<file path="src/rtl/rom_pkg.sv">
// Shared definitions for the 16x4 ROM read path: default widths and the
// burst sequencer state encoding.
package rom_pkg;

    localparam int ADDR_W = 4;
    localparam int DATA_W = 4;

    typedef enum logic [1:0] {
        IDLE  = 2'd0,
        ISSUE = 2'd1,
        DRAIN = 2'd2
    } state_t;

endpackage

</file>
<file path="src/rtl/rr_arb2.sv">
// Two-way round-robin picker. The pointer names the winner on contention
// and moves to the other requester whenever a pick is accepted.
module rr_arb2 (
    input  logic       clk,
    input  logic       rst,
    input  logic [1:0] req,
    input  logic       accept,
    output logic [1:0] pick
);

    logic rr;

    always_comb begin
        pick = req;
        if (req == 2'b11) begin
            pick = rr ? 2'b10 : 2'b01;
        end
    end

    // After granting 0 the pointer favours 1, and vice versa.
    always_ff @(posedge clk or posedge rst) begin
        if (rst) begin
            rr <= 1'b0;
        end else if (accept && (pick != 2'b00)) begin
            rr <= pick[0];
        end
    end

endmodule

</file>
<file path="src/rtl/rom_rd_arbiter.sv">
// Two-port burst read arbiter and sequencer for the 16x4 synchronous ROM.
// Optional burst XOR checksum on rd_csum is built when ROM_RD_ARB_CSUM_EN is defined.
module rom_rd_arbiter
    import rom_pkg::*;
#(
    parameter int ADDR_W = rom_pkg::ADDR_W,
    parameter int DATA_W = rom_pkg::DATA_W
) (
    input  logic              clk,
    input  logic              rst,
    input  logic [1:0]        req,
    input  logic [ADDR_W-1:0] addr0,
    input  logic [ADDR_W-1:0] addr1,
    input  logic [ADDR_W-1:0] len0,
    input  logic [ADDR_W-1:0] len1,
    output logic [1:0]        gnt,
    output logic              busy,
    output logic              rom_en,
    output logic [ADDR_W-1:0] rom_addr,
    input  logic [DATA_W-1:0] rom_dout,
    output logic [DATA_W-1:0] rd_data,
    output logic              rd_valid,
    output logic              rd_id,
    output logic              rd_last,
    output logic [DATA_W-1:0] rd_csum
);

    state_t            state;
    state_t            nxt;
    logic [ADDR_W-1:0] cur_addr;
    logic [ADDR_W-1:0] cnt;
    logic              id;
    logic [1:0]        pick;
    logic              accept;
    logic              issue_last;

    rr_arb2 u_arb (
        .clk    (clk),
        .rst    (rst),
        .req    (req),
        .accept (accept),
        .pick   (pick)
    );

    always_comb begin
        nxt        = state;
        accept     = 1'b0;
        issue_last = 1'b0;
        case (state)
            IDLE: begin
                if (req != 2'b00) begin
                    accept = 1'b1;
                    nxt    = ISSUE;
                end
            end
            ISSUE: begin
                issue_last = (cnt == '0);
                if (issue_last) begin
                    nxt = DRAIN;
                end
            end
            DRAIN:   nxt = IDLE;
            default: nxt = IDLE;
        endcase
    end

    assign rom_en   = (state == ISSUE);
    assign rom_addr = rom_en ? cur_addr : '0;
    assign busy     = (state != IDLE);
    assign rd_data  = rom_dout;

    always_ff @(posedge clk or posedge rst) begin
        if (rst) begin
            state    <= IDLE;
            gnt      <= 2'b00;
            cur_addr <= '0;
            cnt      <= '0;
            id       <= 1'b0;
        end else begin
            state <= nxt;
            gnt   <= accept ? pick : 2'b00;
            if (accept) begin
                cur_addr <= pick[1] ? addr1 : addr0;
                cnt      <= pick[1] ? len1 : len0;
                id       <= pick[1];
            end else if (rom_en) begin
                // Address wraps naturally at the ADDR_W boundary.
                cur_addr <= cur_addr + ADDR_W'(1);
                cnt      <= cnt - ADDR_W'(1);
            end
        end
    end

    // Return strobes trail the ROM request by its one-cycle read latency.
    always_ff @(posedge clk or posedge rst) begin
        if (rst) begin
            rd_valid <= 1'b0;
            rd_last  <= 1'b0;
            rd_id    <= 1'b0;
        end else begin
            rd_valid <= rom_en;
            rd_last  <= issue_last;
            rd_id    <= id;
        end
    end

`ifdef ROM_RD_ARB_CSUM_EN
    logic [DATA_W-1:0] acc;

    // acc holds the XOR of every beat before the current one.
    always_ff @(posedge clk or posedge rst) begin
        if (rst) begin
            acc <= '0;
        end else if (accept) begin
            acc <= '0;
        end else if (rd_valid) begin
            acc <= acc ^ rom_dout;
        end
    end

    assign rd_csum = rd_last ? (acc ^ rom_dout) : '0;
`else
    assign rd_csum = '0;
`endif

endmodule

</file>
<file path="config.mk">
export PLATFORM = sky130hd
export DESIGN_NAME = rom_rd_arbiter
export DESIGN_NICKNAME = d
export VERILOG_FILES = /design/src/rtl/rom_pkg.sv /design/src/rtl/rr_arb2.sv /design/src/rtl/rom_rd_arbiter.sv
export SDC_FILE = /design/constraint.sdc
export NUM_CORES = 1
export LEC_CHECK = 0
export CORE_UTILIZATION = 37
export DETAILED_ROUTE_END_ITERATION = 8
export PLACE_DENSITY_LB_ADDON = 0.25
export SLEW_MARGIN = 20
export SYNTH_ARGS = -nofsm -noshare
export SYNTH_HDL_FRONTEND = slang
export SYNTH_SLANG_ARGS = --single-unit
</file>
<file path="constraint.sdc">
create_clock -name clk -period 1.2 [get_ports clk]
set_input_delay 0.3 -clock clk [delete_from_list [all_inputs] [get_ports clk]]
set_output_delay 0.3 -clock clk [all_outputs]
set_load 0.03 [all_outputs]
</file>
# After elaboration in Yosys (flattened, before gate mapping)
# Cells that the tools add are included.
# W data, S select, Z words.
# classes
add_sub_neg	2
n_eq_ne	4
mux	16
reduce_logical	8
# ops
cell	n
$mux W4	7
$mux W2	5
$reduce_bool A2 Y1	4
$add A4 B1 Y4 const B	1
$logic_not A4 Y1	1
$pmux W2 S2	1
$sub A4 B1 Y4 const B	1
$mux W1	3
$eq A2 B1 Y1 const B	1
$eq A2 B2 Y1 const B	1
$logic_not A2 Y1	1
$ne A2 B1 Y1 const B	1
$ne A2 B2 Y1 const B	1
$reduce_and A2 Y1	1
$logic_and A1 B1 Y1	1
# totals
regBits	17
in_bits	24
output_inout_bits	19
word_cells	39

# Longest topological paths before layout
# Gate-level depths: netlist of run 1.
# depth
word_depth	4
mapped_depth	6
mapped_depth_nobuf	5

# Modules after synthesis
# A second synthesis of run 1 with hierarchy kept.
# hier_totals
hier_cells	92
area_unflattened_um2	954.7
# by_module_without_submodules
mod	n_inst	cells_each	area_per_inst_um2
rom_rd_arbiter	1	85	895.9
rr_arb2	1	7	58.8

# Least setup slack after synthesis of run 1
# No wires, ideal clock.
# synth_timing
path_kind	register -> output
from	register state[1]
to	output rom_addr[0]
arrival_time_ns	1.137
t_required_ns	0.900
setup_slack_ns	-0.237
stages_incl_launch_ff	5
n_path_buf	1
cell_sequence	dfrtp_1 > nand2b_2 > inv_2 > buf_6 > and2_1
# synth_via
elab_chain_cells	2
# synth_lines
item	line_no	text
start: declaration	rom_rd_arbiter.sv:28	state_t state;
start signal: assignment	rom_rd_arbiter.sv:80	state <= nxt;
$eq A2 B1 Y1	rom_rd_arbiter.sv:67	assign rom_en = (state == ISSUE);
named net rom_en	rom_rd_arbiter.sv:18	output logic rom_en,
$mux W4	rom_rd_arbiter.sv:68	assign rom_addr = rom_en ? cur_addr : '0;
end: declaration	rom_rd_arbiter.sv:19	output logic [ADDR_W-1:0] rom_addr,
# The timed path passes the listed nets, and every way through them passes these cells.

# Worst setup path after layout of run 1
# layout_timing
from	register state[1]
to	output rom_addr[1]
# layout_via
elab_chain_cells	2
# layout_lines
item	line_no
$eq A2 B1 Y1	rom_rd_arbiter.sv:67
$mux W4	rom_rd_arbiter.sv:68
# No other way between the ends.

==> results of run 1 <==
==> metal layers <==
layer / vias to the layer above / part of all wire / global-route usage
met5: - / 0 / 0
met4: 0 / 0.024 / 0.1140
met3: 7 / 0.054 / 0.02874
met2: 29 / 0.49 / 0.3376
met1: 421 / 0.44 / 0.2121
li1: 422 / - / -
==> placed cells by master (no fill, tap or decap), types with 3 or more instances in the layout <==
cell type / instances
buf_4: 22
dfrtp_1: 17
clkdlybuf4s50_1: 17
buf_6: 14
o21ai_1: 8
and2_4: 5
mux2i_1: 5
a22oi_2: 4
conb_1: 4
inv_2: 3
clkbuf_4: 3
==> cell type report <==
class	count	area [um2]	area share
Inverter	5	23.77	0.01489
Timing Repair Buffer	55	510.5	0.3197
Clock buffer	3	22.52	0.01411
Tap cell	30	37.54	0.02351
Multi-Input combinational cell	65	571.8	0.3582
Clock inverter	1	5.005	0.003135
Sequential cell	17	425.4	0.2665
==> flip-flops by register name, indices dropped and copies added, names as in the netlist <==
name / count
rd_id: 1
cur_addr: 4
cnt: 4
id: 1
gnt: 2
u_arb.rr: 1
rd_valid: 1
rd_last: 1
state: 2
==> worst max-delay path by stage <==
| stage | end | slack (ns) | depth (start not counted) | start |
|---|---|---|---|---|
| 4_1_cts | rom_addr[1] | -0.43 | 5 | state[1] |
| 6_report | rom_addr[1] | -0.42 | 5 | state[1] |
| 5_1_grt | rom_addr[1] | -0.46 | 5 | state[1] |
| 3_5_place_dp | cur_addr[3] | -0.48 | 5 | req[0] |
| 2_1_floorplan | rom_addr[0] | -0.07 | 4 | state[1] |
| 3_3_place_gp | cnt[3] | -0.40 | 5 | req[0] |
==> logic make-up after synthesis <==
| kind of cell | after synthesis | share of synthesized area |
|---|---|---|
| DFF | 17 | 0.4444 |
| xor gates and xnor gates | 2 | 0.01830 |
| adders and majority gates | 2 | 0.02614 |
| muxes | 5 | 0.05229 |
| other | 1 | 0.003918 |
| and+or+nand+nor | 28 | 0.1778 |
| AOI/OAI and AO/OA | 24 | 0.1673 |
| buffers and inverters | 16 | 0.1098 |
==> worst max-delay path, cell delays in order (launching register included) <==
cell	delay, ns
dfrtp_1	0.41
buf_6	0.12
nand2b_4	0.15
inv_6	0.08
and2_4	0.14
buf_6	0.12
==> where the power goes <==
part           internal (W)  switching (W)  total [W]
combinational       0.00156        0.00133    0.00289
clock              0.000124       0.000195   0.000320
sequential         0.000832       0.000245    0.00108
total               0.00251        0.00177    0.00429
==> metrics by stage <==
step / TNS, ns / worst slack, ns / cell area [um2]
after floorplan: -0.2749 / -0.06873 / 987.2
after global placement: -4.874 / -0.4022 / 1330
after detailed placement: -5.315 / -0.4777 / 1330
after CTS: -3.830 / -0.4286 / 1496
after global routing: -3.418 / -0.4649 / 1597
final: -2.746 / -0.4205 / 1597
==> repair_timing <==
item,4_1_cts,5_1_grt
pin swaps,10,9
setup endpoints to repair,16,18
buffers inserted,8,9
endpoints found under the hold margin,0,0
gates cloned,0,0
resized for setup,32,27
==> impl_metrics.json, run 1 <==
{
  "syn_to_final_growth_pct": 66.80,
  "outcome": "complete, but fails checks",
  "final_layout_size_suffix_gt1_frac": 0.5068,
  "rsz0062_at_grt": "true",
  "pin_count_of_the_biggest_net_entering_global_routing": 18,
  "required_ns": 0.90,
  "ys_async_sr_fraction": 1.000,
  "cellPowerDensity_nw_per_um2": 2686,
  "first_pass_grt_wire_length_mm": 3.719,
  "syn-mean-instance-area_um2": 10.08,
  "grtUsageTotal": 0.1906,
  "leakagePower_nw": 0.7412,
  "hold_path_class": "in -> async",
  "max-cap-violations": 0,
  "gpl.final_weighted_congestion": 0.7548,
  "die_height_um": 52.86,
  "detailroute.via_count": 879,
  "firstDrtPassIters": 4,
  "rr_endpoint": "cur_addr[2]",
  "htree_levels": 1,
  "violations": "setup timing",
  "timing.critical_path.to_type": "output port",
  "ys.flop_type": "dfrtp_1",
  "area_of_the_die_um2": 2794,
  "synth_top_cell_area_share": 0.4444,
  "cts_tree": "yes",
  "initial_core_util": 0.3899,
  "final_stage_net_count": 173,
  "synth-edff-count": 0,
  "synthesis.yosys.warnings": 0,
  "startpoint_type": "register",
  "first_iter_violations": 14,
  "numCtsBuffers": 3,
  "synth_cell_types": 36,
  "synthMostInstantiatedCell": "dfrtp_1",
  "layout.cells.non_filler": 176,
  "post_cts_hold_buffer_count": 0,
  "critical_path_class": "reg -> out",
  "clkTransAtPathRegs_ns": 0.11,
  "fillers": 195,
  "cells_after_synth": 95,
  "timing.final.setup_violations": 13,
  "global_route.overflow_total": 0,
  "rr_worst_depth": 6,
  "clock_tree.buffer_depth": 2,
  "synth.cells.most_frequent": "dfrtp_1, buf_4, and2_1",
  "antenna_cells_inserted": 0,
  "synth.top_cells.by_area": "dfrtp_1, buf_4, mux2i_1",
  "reg2reg_from": "state[1]",
  "remaining_drc_errors": 0,
  "post_synth_instance_area_um2": 957.2,
  "p_total_w": 0.004289,
  "design.portCount": 43,
  "arrival_time_reported_for_the_critical_path_endpoint_ns": 1.32,
  "post-place-cells": 163,
  "post-route-period-util": 1.350,
  "numClockSinks": 17,
  "timing.final.max_slew_violations": 0,
  "route.detailed.wl_per_inst_um": 13.34,
  "avgViaCountPerCell": 4.994,
  "final_util": 0.6504,
  "portBuffers": 30,
  "first_global_vias": 871,
  "drt.antenna.violating_nets": 0,
  "sequential_cell_area_fraction_in_the_yosys_report": 0.4444,
  "ff2ff_setup_slack_ns": -0.16,
  "yosys.area.top_type": "dfrtp_1",
  "finalHoldWorstSlack_ns": 0.3056,
  "dp.final_hpwl_mm": 1.599,
  "fmaxAchievable_mhz": 617.1,
  "number_of_hold_violations_in_the_final_report": 0,
  "worst_vdd_ir_uv": 1760,
  "clk_latency_ns": 0.30,
  "grt_antenna_before_repair": 0,
  "cts_root_buf": "clkbuf_4",
  "routed_wl_mm": 2.347,
  "postSynthRegisterBits": 17,
  "min_period_ns": 1.621,
  "fp-row-count": 18,
  "final_critical_path_setup_slack_ns": -0.4205,
  "die_w_um": 52.86,
  "core_um2": 2455,
  "fin_worst_skew_ns": 0.005708,
  "worstPathMaxFanout": 7
}
Note: power is estimated with default switching activity, not from simulation.
==> run 2, diff against run 1 <==
CORE_UTILIZATION = 40   (was 37)
clock period = 2 ns   (was 1.2 ns; I/O delays follow)
==> run 2 against run 1 <==
  * Die area decreased by 7.2%
  * Global-route usage decreased by 2.6 points
  * The flow now finishes without violations
  * Largest power group unchanged
  * Largest cell class unchanged
  * Combinational power shrank 63%
==> impl_metrics.json, run 2 (synthesis results as in run 1) <==
{
  "outcome": "completed",
  "htree_levels": 1,
  "timing.critical_path.to_type": "output port",
  "post_cts.repair.setup_buffers": 0,
  "required_ns": 1.50,
  "grtUsageTotal": 0.1643,
  "avgViaCountPerCell": 4.850,
  "post-route-period-util": 0.9498,
  "min_period_ns": 1.900,
  "finalHoldWorstSlack_ns": 0.3853,
  "first_iter_violations": 5,
  "clock_power_share": 0.095,
  "fin_tns_setup_ns": 0,
  "timing.final.setup_violations": 0,
  "stage_delay_of_the_slowest_cell_on_the_critical_path_ns": 0.45,
  "sw_frac_of_total": 0.4371,
  "dp.final_hpwl_mm": 1.445,
  "startpoint_type": "register",
  "portBuffers": 30,
  "remaining_drc_errors": 0,
  "initial_core_util": 0.4286,
  "first_global_vias": 748,
  "fmaxAchievable_mhz": 526.4,
  "drt.antenna.violating_nets": 0,
  "number_of_hold_violations_in_the_final_report": 0,
  "critical_path_class": "reg -> out",
  "timing.critical_path.cells": "nand2b_2 -> inv_6 -> and2_1 -> buf_4",
  "rr_worst_depth": 5,
  "die_w_um": 50.92,
  "gpl.final_weighted_congestion": 0.7965,
  "rsz0062_at_grt": "false",
  "arrival_time_reported_for_the_critical_path_endpoint_ns": 1.40,
  "clock_tree.buffer_depth": 2,
  "worst-path-stages": 4,
  "global_route.overflow_total": 0,
  "critPathSlowestCell": "dfrtp_2",
  "cts_tree": "yes",
  "final_critical_path_setup_slack_ns": 0.1003,
  "seq_power_share": 0.332,
  "leakagePower_nw": 0.5666,
  "reg_top3": "cnt x4, cur_addr x4",
  "grt_antenna_before_repair": 0,
  "max-cap-violations": 0,
  "firstDrtPassIters": 4,
  "clkTransAtPathRegs_ns": 0.09,
  "pin_count_of_the_biggest_net_entering_global_routing": 18,
  "fin_worst_skew_ns": 0.009533,
  "final_layout_size_suffix_gt1_frac": 0.1680,
  "fp-row-count": 17,
  "post_cts_hold_buffer_count": 0,
  "detailroute.via_count": 742,
  "timing.final.max_slew_violations": 0,
  "fillers": 217,
  "place_ws_ns": 0.1284,
  "total_switching_power_w": 0.0008276,
  "cellPowerDensity_nw_per_um2": 1495,
  "route.detailed.wl_per_inst_um": 12.30,
  "combPwrFrac": 0.573,
  "numClockSinks": 17,
  "internal-power_w": 0.001066,
  "design.portCount": 43,
  "numCtsBuffers": 3,
  "first_pass_grt_wire_length_mm": 3.208,
  "area_of_the_die_um2": 2592,
  "syn_to_final_growth_pct": 32.29,
  "cts_root_buf": "clkbuf_4",
  "critPathBufInv": 2,
  "worst_vdd_ir_uv": 846.4,
  "worstPathMaxFanout": 12,
  "die_height_um": 50.92,
  "final_stage_net_count": 152,
  "routed_wl_mm": 1.882,
  "hold-path-cell-count": 0,
  "core_um2": 2233,
  "layout.cells.most_common_list": "clkdlybuf4s50_1, dfrtp_1, buf_4",
  "p_total_w": 0.001893,
  "hold_path_class": "reg -> reg",
  "antenna_cells_inserted": 0,
  "clk_latency_ns": 0.28,
  "layout.cells.most_common": "clkdlybuf4s50_1",
  "critical-path-top-delay-family": "flip-flops"
}
[run 2: path summary, 6_finish.rpt]
kind,from,endpoint,slack (ns)
setup / recovery,state[1],rom_addr[1],0.10
hold / removal,id,rd_id,0.39
setup reg to reg,state[0],cnt[2],0.73
hold reg to reg,id,rd_id,0.39
max in group asynchronous,rst,state[1],1.28
min in group asynchronous,rst,gnt[1],0.51
[run 2: what timing repair did]
action	in CTS	in global routing
pin swaps	0	0
setup endpoints to repair	2	4
resized for setup	2	2
[run 2: layout make-up]
cell class / count / area, um2 / area share
inverters: 5 / 23.77 / 0.01877
repair buffers: 34 / 316.6 / 0.2500
clock buffers: 4 / 26.28 / 0.02075
well taps: 28 / 35.03 / 0.02767
flip-flops and latches: 17 / 426.7 / 0.3370
multi-input cells: 65 / 437.9 / 0.3459
[run 2: power groups by stage]
stage | Combinational, W | Clock [W] | Sequential (W)
after global routing | 0.00119 | 0.000206 | 0.000654
final | 0.00108 | 0.000180 | 0.000629
after CTS | 0.00109 | 0.000187 | 0.000628
after floorplan | 0.000729 | 0 | 0.000671
after global placement | 0.00107 | 0 | 0.000631
after detailed placement | 0.00109 | 0 | 0.000634
[run 2: per-stage QoR]
stage	instances	area, um2	utilization
after floorplan	98	968.4	-
after global placement	149	1235	0.5529
after global routing	153	1266	0.5669
after CTS	153	1262	0.5653
after detailed placement	149	1235	0.5529
final	153	1266	0.5669
[run 2: routing by layer]
layer	GRT usage	vias to the layer above	routed length (um)
li1	-	381	-
met1	0.2049	338	841
met2	0.2873	23	942
met3	0.02679	0	98
met4	0.05093	0	0
met5	0	-	0
